===== src/rtl/toggle_pkg.sv =====
// rtl/toggle_pkg.sv - shared mode encodings and helpers for toggle_counter
//
// Purpose:
//   Holds the operation-select encoding used by toggle_counter and any
//   consumer that drives its mode input, so both sides agree on one set
//   of names instead of bare 2-bit literals.
//
// Contents:
//   mode_e         2-bit operation select (TOGGLE/UP/DOWN/HOLD)
//   MODE_W         width of the mode field
//   WIDTH_MIN/MAX  legal range of the counter width parameter
//   is_counting()  true for the modes that can produce a limit event

package toggle_pkg;

  localparam int MODE_W    = 2;
  localparam int WIDTH_MIN = 2;
  localparam int WIDTH_MAX = 32;

  typedef enum logic [MODE_W-1:0] {
    MODE_TOGGLE = 2'b00,
    MODE_UP     = 2'b01,
    MODE_DOWN   = 2'b10,
    MODE_HOLD   = 2'b11
  } mode_e;

  // UP and DOWN are the only modes that can hit a limit (tc/ovf source).
  function automatic logic is_counting(input mode_e m);
    return (m == MODE_UP) || (m == MODE_DOWN);
  endfunction

endpackage


===== src/rtl/tff_bit.sv =====
// rtl/tff_bit.sv - single T flip-flop with async reset value and sync load
//
// Purpose:
//   One bit of toggle_counter state. The parent decides, per bit and per
//   cycle, whether this bit toggles; this cell only stores it.
//
// Ports:
//   clk       in   rising-edge clock
//   rst       in   asynchronous active-low reset
//   rst_val   in   value forced onto q while rst is low (tie to a constant)
//   load      in   synchronous load strobe, overrides t
//   load_val  in   value taken on load
//   t         in   toggle enable for this edge
//   q         out  stored bit

module tff_bit
  import toggle_pkg::*;
(
  input  logic clk,
  input  logic rst,
  input  logic rst_val,
  input  logic load,
  input  logic load_val,
  input  logic t,
  output logic q
);

  always_ff @(posedge clk or negedge rst) begin
    if (!rst) begin
      q <= rst_val;
    end else if (load) begin
      q <= load_val;
    end else if (t) begin
      q <= ~q;
    end
  end

endmodule


===== src/rtl/toggle_counter.sv =====
// rtl/toggle_counter.sv - T flip-flop register usable as toggle mask, up or down counter
//
// Purpose:
//   WIDTH-bit register built from tff_bit cells. Every operation, including
//   counting, is expressed as a per-bit toggle mask computed here; the cells
//   only ever toggle, load or reset.
//
// Parameters:
//   WIDTH     register width, 2..32
//   RST_VAL   value of q while reset is asserted
//
// Ports:
//   clk       in   rising-edge clock
//   rst       in   asynchronous active-low reset
//   en        in   operation enable
//   mode      in   00 TOGGLE, 01 UP, 10 DOWN, 11 HOLD (toggle_pkg::mode_e)
//   t         in   per-bit toggle mask (TOGGLE mode)
//   sat       in   0 wrap / 1 saturate at limits (UP/DOWN)
//   load      in   synchronous load strobe, highest priority
//   load_val  in   value written on load
//   ovf_clr   in   clears sticky ovf (a coincident limit event wins)
//   q         out  registered state
//   tc        out  registered terminal-count, high the cycle after a limit event
//   ovf       out  registered sticky overflow/underflow flag

module toggle_counter
  import toggle_pkg::*;
#(
  parameter int               WIDTH   = 8,
  parameter logic [WIDTH-1:0] RST_VAL = '0
) (
  input  logic             clk,
  input  logic             rst,
  input  logic             en,
  input  logic [1:0]       mode,
  input  logic [WIDTH-1:0] t,
  input  logic             sat,
  input  logic             load,
  input  logic [WIDTH-1:0] load_val,
  input  logic             ovf_clr,
  output logic [WIDTH-1:0] q,
  output logic             tc,
  output logic             ovf
);

  mode_e            mode_sel;
  logic [WIDTH-1:0] up_mask;
  logic [WIDTH-1:0] dn_mask;
  logic [WIDTH-1:0] next_mask;
  logic             at_max;
  logic             at_zero;
  logic             limit;

  assign mode_sel = mode_e'(mode);
  assign at_max   = &q;
  assign at_zero  = ~|q;

  // Ripple-style toggle masks: counting up, bit i flips when every lower
  // bit is 1; counting down, when every lower bit is 0. At all-ones (up) or
  // zero (down) the mask is all ones, which is exactly the wrap value.
  always_comb begin : mask_gen
    logic carry_up;
    logic carry_dn;
    up_mask  = '0;
    dn_mask  = '0;
    carry_up = 1'b1;
    carry_dn = 1'b1;
    for (int i = 0; i < WIDTH; i++) begin
      up_mask[i] = carry_up;
      dn_mask[i] = carry_dn;
      carry_up   = carry_up & q[i];
      carry_dn   = carry_dn & ~q[i];
    end
  end

  // Per-edge action. Saturation is just an all-zero mask at the limit.
  // load is not considered here: the cells give it priority over t, and
  // the status flops below mask limit with load.
  always_comb begin
    next_mask = '0;
    limit     = 1'b0;
    if (en) begin
      case (mode_sel)
        MODE_TOGGLE: next_mask = t;
        MODE_UP: begin
          limit     = at_max;
          next_mask = (at_max && sat) ? '0 : up_mask;
        end
        MODE_DOWN: begin
          limit     = at_zero;
          next_mask = (at_zero && sat) ? '0 : dn_mask;
        end
        default: next_mask = '0;
      endcase
    end
  end

  for (genvar i = 0; i < WIDTH; i++) begin : g_bit
    tff_bit u_bit (
      .clk      (clk),
      .rst      (rst),
      .rst_val  (RST_VAL[i]),
      .load     (load),
      .load_val (load_val[i]),
      .t        (next_mask[i]),
      .q        (q[i])
    );
  end

  // tc is a pure function of this edge's limit event, so back-to-back
  // saturated limits hold it high. ovf set beats ovf_clr on the same edge.
  always_ff @(posedge clk or negedge rst) begin
    if (!rst) begin
      tc  <= 1'b0;
      ovf <= 1'b0;
    end else begin
      tc <= limit && !load;
      if (limit && !load) begin
        ovf <= 1'b1;
      end else if (ovf_clr) begin
        ovf <= 1'b0;
      end
    end
  end

endmodule


===== config.mk =====
export PLATFORM = sky130hd
export DESIGN_NAME = toggle_counter
export DESIGN_NICKNAME = d
export VERILOG_FILES = /design/src/rtl/toggle_pkg.sv /design/src/rtl/tff_bit.sv /design/src/rtl/toggle_counter.sv
export SDC_FILE = /design/constraint.sdc
export NUM_CORES = 1
export LEC_CHECK = 0
export ABC_AREA = 1
export ABC_CLOCK_PERIOD_IN_PS = 2000
export CAP_MARGIN = 15
export CORE_MARGIN = 2
export CORE_UTILIZATION = 49
export CTS_CLUSTER_DIAMETER = 50
export CTS_CLUSTER_SIZE = 20
export DETAILED_ROUTE_END_ITERATION = 7
export GPL_TIMING_DRIVEN = 0
export PLACE_DENSITY_LB_ADDON = 0.25
export SLEW_MARGIN = 20
export SYNTH_ARGS = -nofsm -noshare
export SYNTH_HDL_FRONTEND = slang
export SYNTH_SLANG_ARGS = --single-unit

===== constraint.sdc =====
create_clock -name clk -period 2 [get_ports clk]
set_input_delay 0.4 -clock clk [delete_from_list [all_inputs] [get_ports clk]]
set_output_delay 0.4 -clock clk [all_outputs]
set_load 0.05 [all_outputs]

Word level (Yosys, flattened, before mapping)
Index checks and enable logic that the tools add are counted.
- add/subtract/negate cells: 0
- multiply operators: 0
- divide/modulo/power cells: 0
- magnitude comparators: 0
- equality and inequality tests: 2
- shift-type cells: 0
- muxes and demuxes: 24
- bitwise logic cells: 20
- reductions and logical operators: 17
- operators by type and width (operator ; count):
    $mux W8 ; 3
    $pmux W8 S3 ; 1
    $mux W1 ; 19
    $reduce_bool A2 Y1 ; 9
    $and A1 B1 Y1 ; 12
    $not A1 Y1 ; 8
    $reduce_and A8 Y1 ; 1
    $reduce_or A8 Y1 ; 1
    $logic_and A1 B1 Y1 ; 3
    $eq A2 B1 Y1 const B ; 1
    $eq A2 B2 Y1 const B ; 1
    $logic_not A1 Y1 ; 2
    $logic_not A2 Y1 ; 1
    $pmux W1 S2 ; 1
- register bits after elaboration: 10
- latch bits: 0
- memory bits (writable): 0
- memory bits (read-only): 0
- input port bits: 24
- output and inout bits: 10
- memories kept: 0

Depth between registers and ports, before layout
- word-level depth: 12
- mapped depth: 10
- depth with buffers taken out: 10

Least setup slack after synthesis
No wires, ideal clock.
- kind: register to register
- start point: register g_bit[1].u_bit.q
- end point: register g_bit[1].u_bit.q
- setup time: 0.117 ns
- data arrival time: 1.207 ns
- required time: 1.883 ns
- slack: 0.676 ns
- stages on the path, launching flop included: 11
- path through: dfrtp_1 -> nor2_2 -> nand2_2 -> nor2_4 -> nand2_2 -> nand3_1 -> nand3_1 -> nand2_1 -> nand2_1 -> nand2_1 -> nand2_1
- cells in the longest elaborated chain, start to end: 7
- elaborated cells on any way between the ends: 13
- RTL lines (what ; line ; RTL):
    start: declaration ; tff_bit.sv:25 ; output logic q
    start signal: assignment ; tff_bit.sv:30 ; q <= rst_val;
    start signal: assignment ; tff_bit.sv:32 ; q <= load_val;
    start signal: assignment ; tff_bit.sv:34 ; q <= ~q;
    $reduce_or A8 Y1 ; toggle_counter.sv:56 ; assign at_zero = ~|q;
    $logic_not A1 Y1 ; toggle_counter.sv:56 ;
    $logic_and A1 B1 Y1 ; toggle_counter.sv:91 ; next_mask = (at_zero && sat) ? '0 : dn_mask;
    $mux W8 ; toggle_counter.sv:91 ;
    $pmux W8 S3 ; toggle_counter.sv:83 ; case (mode_sel)
    $mux W8 ; toggle_counter.sv:82 ; if (en) begin
    $reduce_bool A2 Y1 (no line) ; - ;
Parallel ways exist; a longest one is shown, timed or not. The select of a mux whose other input is x is not followed.
A chain may end at the register's enable or synchronous reset.

Final worst setup path
- start point: register g_bit[4].u_bit.q
- end point: output port q[4]
- RTL lines (what ; line ; RTL):
    start: declaration ; tff_bit.sv:25 ;
    start signal: assignment ; tff_bit.sv:30 ;
    start signal: assignment ; tff_bit.sv:32 ;
    start signal: assignment ; tff_bit.sv:34 ;
    end: declaration ; toggle_counter.sv:41 ; output logic [WIDTH-1:0] q,
No word-level cell between the ends.

==> results.py <==
metrics = {
    "clocking": {
        "insertion_delay_ns": 0.26,
        "cts_htree_levels": 1,
        "cts_tree": "built",
        "clock-sinks": 10,
        "cts_buffers": 3,
        "cts_buffer_depth": 2,
        "root_buffer": "clkbuf_4",
        "cts_resized": 6,
        "hold_buffers": 0,
        "postCtsSetupRepairBufs": 0,
        "clkTransAtPathRegs_ns": 0.07,
    },
    "worst_setup_path": {
        "worst_ep_arrival_time_ns": 1.43,
        "cp_data_required_time_ns": 1.60,
        "endpoint_kind": "output pin",
        "start_kind": "flip-flop",
        "worstSetupPathType": "reg -> out",
        "crit_fanout": 7,
    },
    "floorplanning": {
        "core_area_um2": 1940,
        "num_rows": 16,
        "dieArea_um2": 2430,
        "io_pins": 34,
        "die_w_um": 49.3,
        "die_h_um": 49.3,
        "start_util_pct": 51.7,
    },
    "finish": {
        "diodes": 0,
        "instances_no_fill": 223,
        "final_area_um2": 1400,
        "nets": 225,
        "area_delta_synth_final_pct": 39.7,
        "layout_common_cells": "nand2_1 (52), nand3_1 (30), clkdlybuf4s50_1 (25), inv_1 (12), nor2_1 (11)",
        "final_common_cell": "nand2_1",
        "drive_gt1_share_pct": 13.8,
    },
    "pwr": {
        "p_per_area_nw_per_um2": 561,
        "total_power_uw": 787,
        "leakage_nw": 0.708,
        "peakVddDrop_mv": 0.550,
    },
    "sta": {
        "fin_crit_ns": 1.83,
        "tightest_slew_ns": 0.509,
        "whs_ns": 0.454,
        "hold_violations": 0,
        "period_share_pct": 91.7,
        "drv_slew": 0,
        "fin_skew_ns": 0.00115,
        "finalSetupTns_ns": 0,
        "relSlewSlack_pct": 66.0,
        "rsz0062_at_grt": "false",
        "fmax_mhz": 545,
        "setup_violations": 0,
    },
    "global_routing": {
        "grt_max_degree": 11,
        "grt_pass1_wl_mm": 4.40,
        "overflow": 0,
        "antenna_found_initial": 0,
        "grt_use_total_pct": 22.9,
        "grt_pass1_vias": 1145,
    },
    "drt": {
        "wl_per_cell_um": 11.6,
        "drt-total-wl_mm": 2.58,
        "drt-pass1-iter-count": 4,
        "drc": 0,
        "num_vias": 1169,
        "ant_nets": 0,
        "via_per_inst": 5.24,
        "drt_iter0_markers": 20,
    },
    "place": {
        "io_buffer_count": 33,
        "gp_congestion": 0.837,
        "place_hpwl_mm": 1.97,
        "placed_cells": 219,
        "placed_area_um2": 1370,
    },
    "synth": {
        "yosys_register_bits": 10,
        "syn_nets": 187,
        "syn_area_per_cell_um2": 6.31,
        "ys_seq_area_share_pct": 24.9,
        "synth.distinct_cells": 21,
        "syn-cell-area_um2": 1000,
        "yosys_warnings": 0,
        "syn_inst": 159,
    },
    "status": {
        "outcome": "finished clean",
    },
    "min_path": {
        "hp-class": "in -> async",
    },
    "flow_run": {
        "cap_violations": 0,
    },
}
[state kept, by name, summed over array words and instances (netlist names)]
| name | cells |
|---|---|
| ovf | 1 |
| tc | 1 |
| g_bit.u_bit.q | 8 |
[final timing paths]
path / from / to / slack (ns) / depth (start not counted)
worst max register to register: g_bit[1].u_bit.q / g_bit[5].u_bit.q / 0.43 / 10
max in group asynchronous: rst / g_bit[4].u_bit.q / 1.23 / 1
worst min register to register: ovf / ovf / 0.53 / 2
min in group clk: ovf / ovf / 0.53 / 2
worst max-delay path: g_bit[4].u_bit.q / q[4] / 0.17 / 2
worst min-delay path: rst / g_bit[2].u_bit.q / 0.45 / 1
[cells in the mapped netlist]
| library cell | number | share of area [%] |
|---|---|---|
| nand2_1 | 52 | 19 |
| nand3_1 | 30 | 15 |
| inv_1 | 12 | 4.5 |
| nor2_1 | 11 | 4.1 |
| dfrtp_1 | 10 | 25 |
| buf_4 | 9 | 6.7 |
| o21ai_0 | 6 | 3.0 |
| ha_1 | 4 | 5.0 |
| nand2_2 | 3 | 1.9 |
| nand3b_1 | 3 | 2.2 |
| nor2_4 | 3 | 3.4 |
| buf_2 | 2 | 1.0 |
| clkbuf_1 | 2 | 0.75 |
| clkinv_1 | 2 | 0.75 |
| nand3_2 | 2 | 2.0 |
| nor2_2 | 2 | 1.2 |
| o21ai_1 | 2 | 1.0 |
| buf_1 | 1 | 0.37 |
| inv_2 | 1 | 0.37 |
| nand3_4 | 1 | 1.7 |
| nand4_1 | 1 | 0.62 |
[critical path, cell delays in order, from the launching register on]
cell,delay [ns]
dfrtp_1,0.50
buf_4,0.16
dlygate4sd2_1,0.51
[routing by layer]
| layer | track usage [%] | part of all wire [%] | up-vias |
|---|---|---|---|
| li1 | - | - | 569 |
| met4 | 7.62 | 0.70 | 0 |
| met1 | 25.5 | 40 | 540 |
| met3 | 7.06 | 7.3 | 4 |
| met5 | 0 | 0 | - |
| met2 | 40.8 | 52 | 56 |
[cell families after synthesis]
| logic type | after synthesis | share of synthesized area (%) |
|---|---|---|
| compound gates | 8 | 3.99 |
| fa+ha+maj | 4 | 4.99 |
| buf+inv | 29 | 14.5 |
| flops | 10 | 24.9 |
| simple gates | 108 | 51.6 |
[metrics by stage]
stage          utilization, %  setup WS, ns
2_1_floorplan               -         0.676
3_3_place_gp             70.4        0.0452
3_5_place_dp             70.4       0.00601
4_1_cts                  71.9       0.00208
5_1_grt                  72.2         0.119
6_report                 72.2         0.166
[power breakdown]
part	internal [mW]	switching [mW]	total, mW
registers	0.224	0.0394	0.264
logic	0.141	0.200	0.341
clock network	0.111	0.0708	0.181
[cell type report]
| class | instances | area, um2 |
|---|---|---|
| clock buffers | 4 | 36.3 |
| fillers | 157 | 541 |
| plain buffers | 14 | 88.8 |
| well taps | 27 | 33.8 |
| inverters | 15 | 56.3 |
| multi-input cells | 120 | 608 |
| repair buffers | 33 | 328 |
| flip-flops and latches | 10 | 250 |
Note: power is estimated with default switching activity, not from simulation.
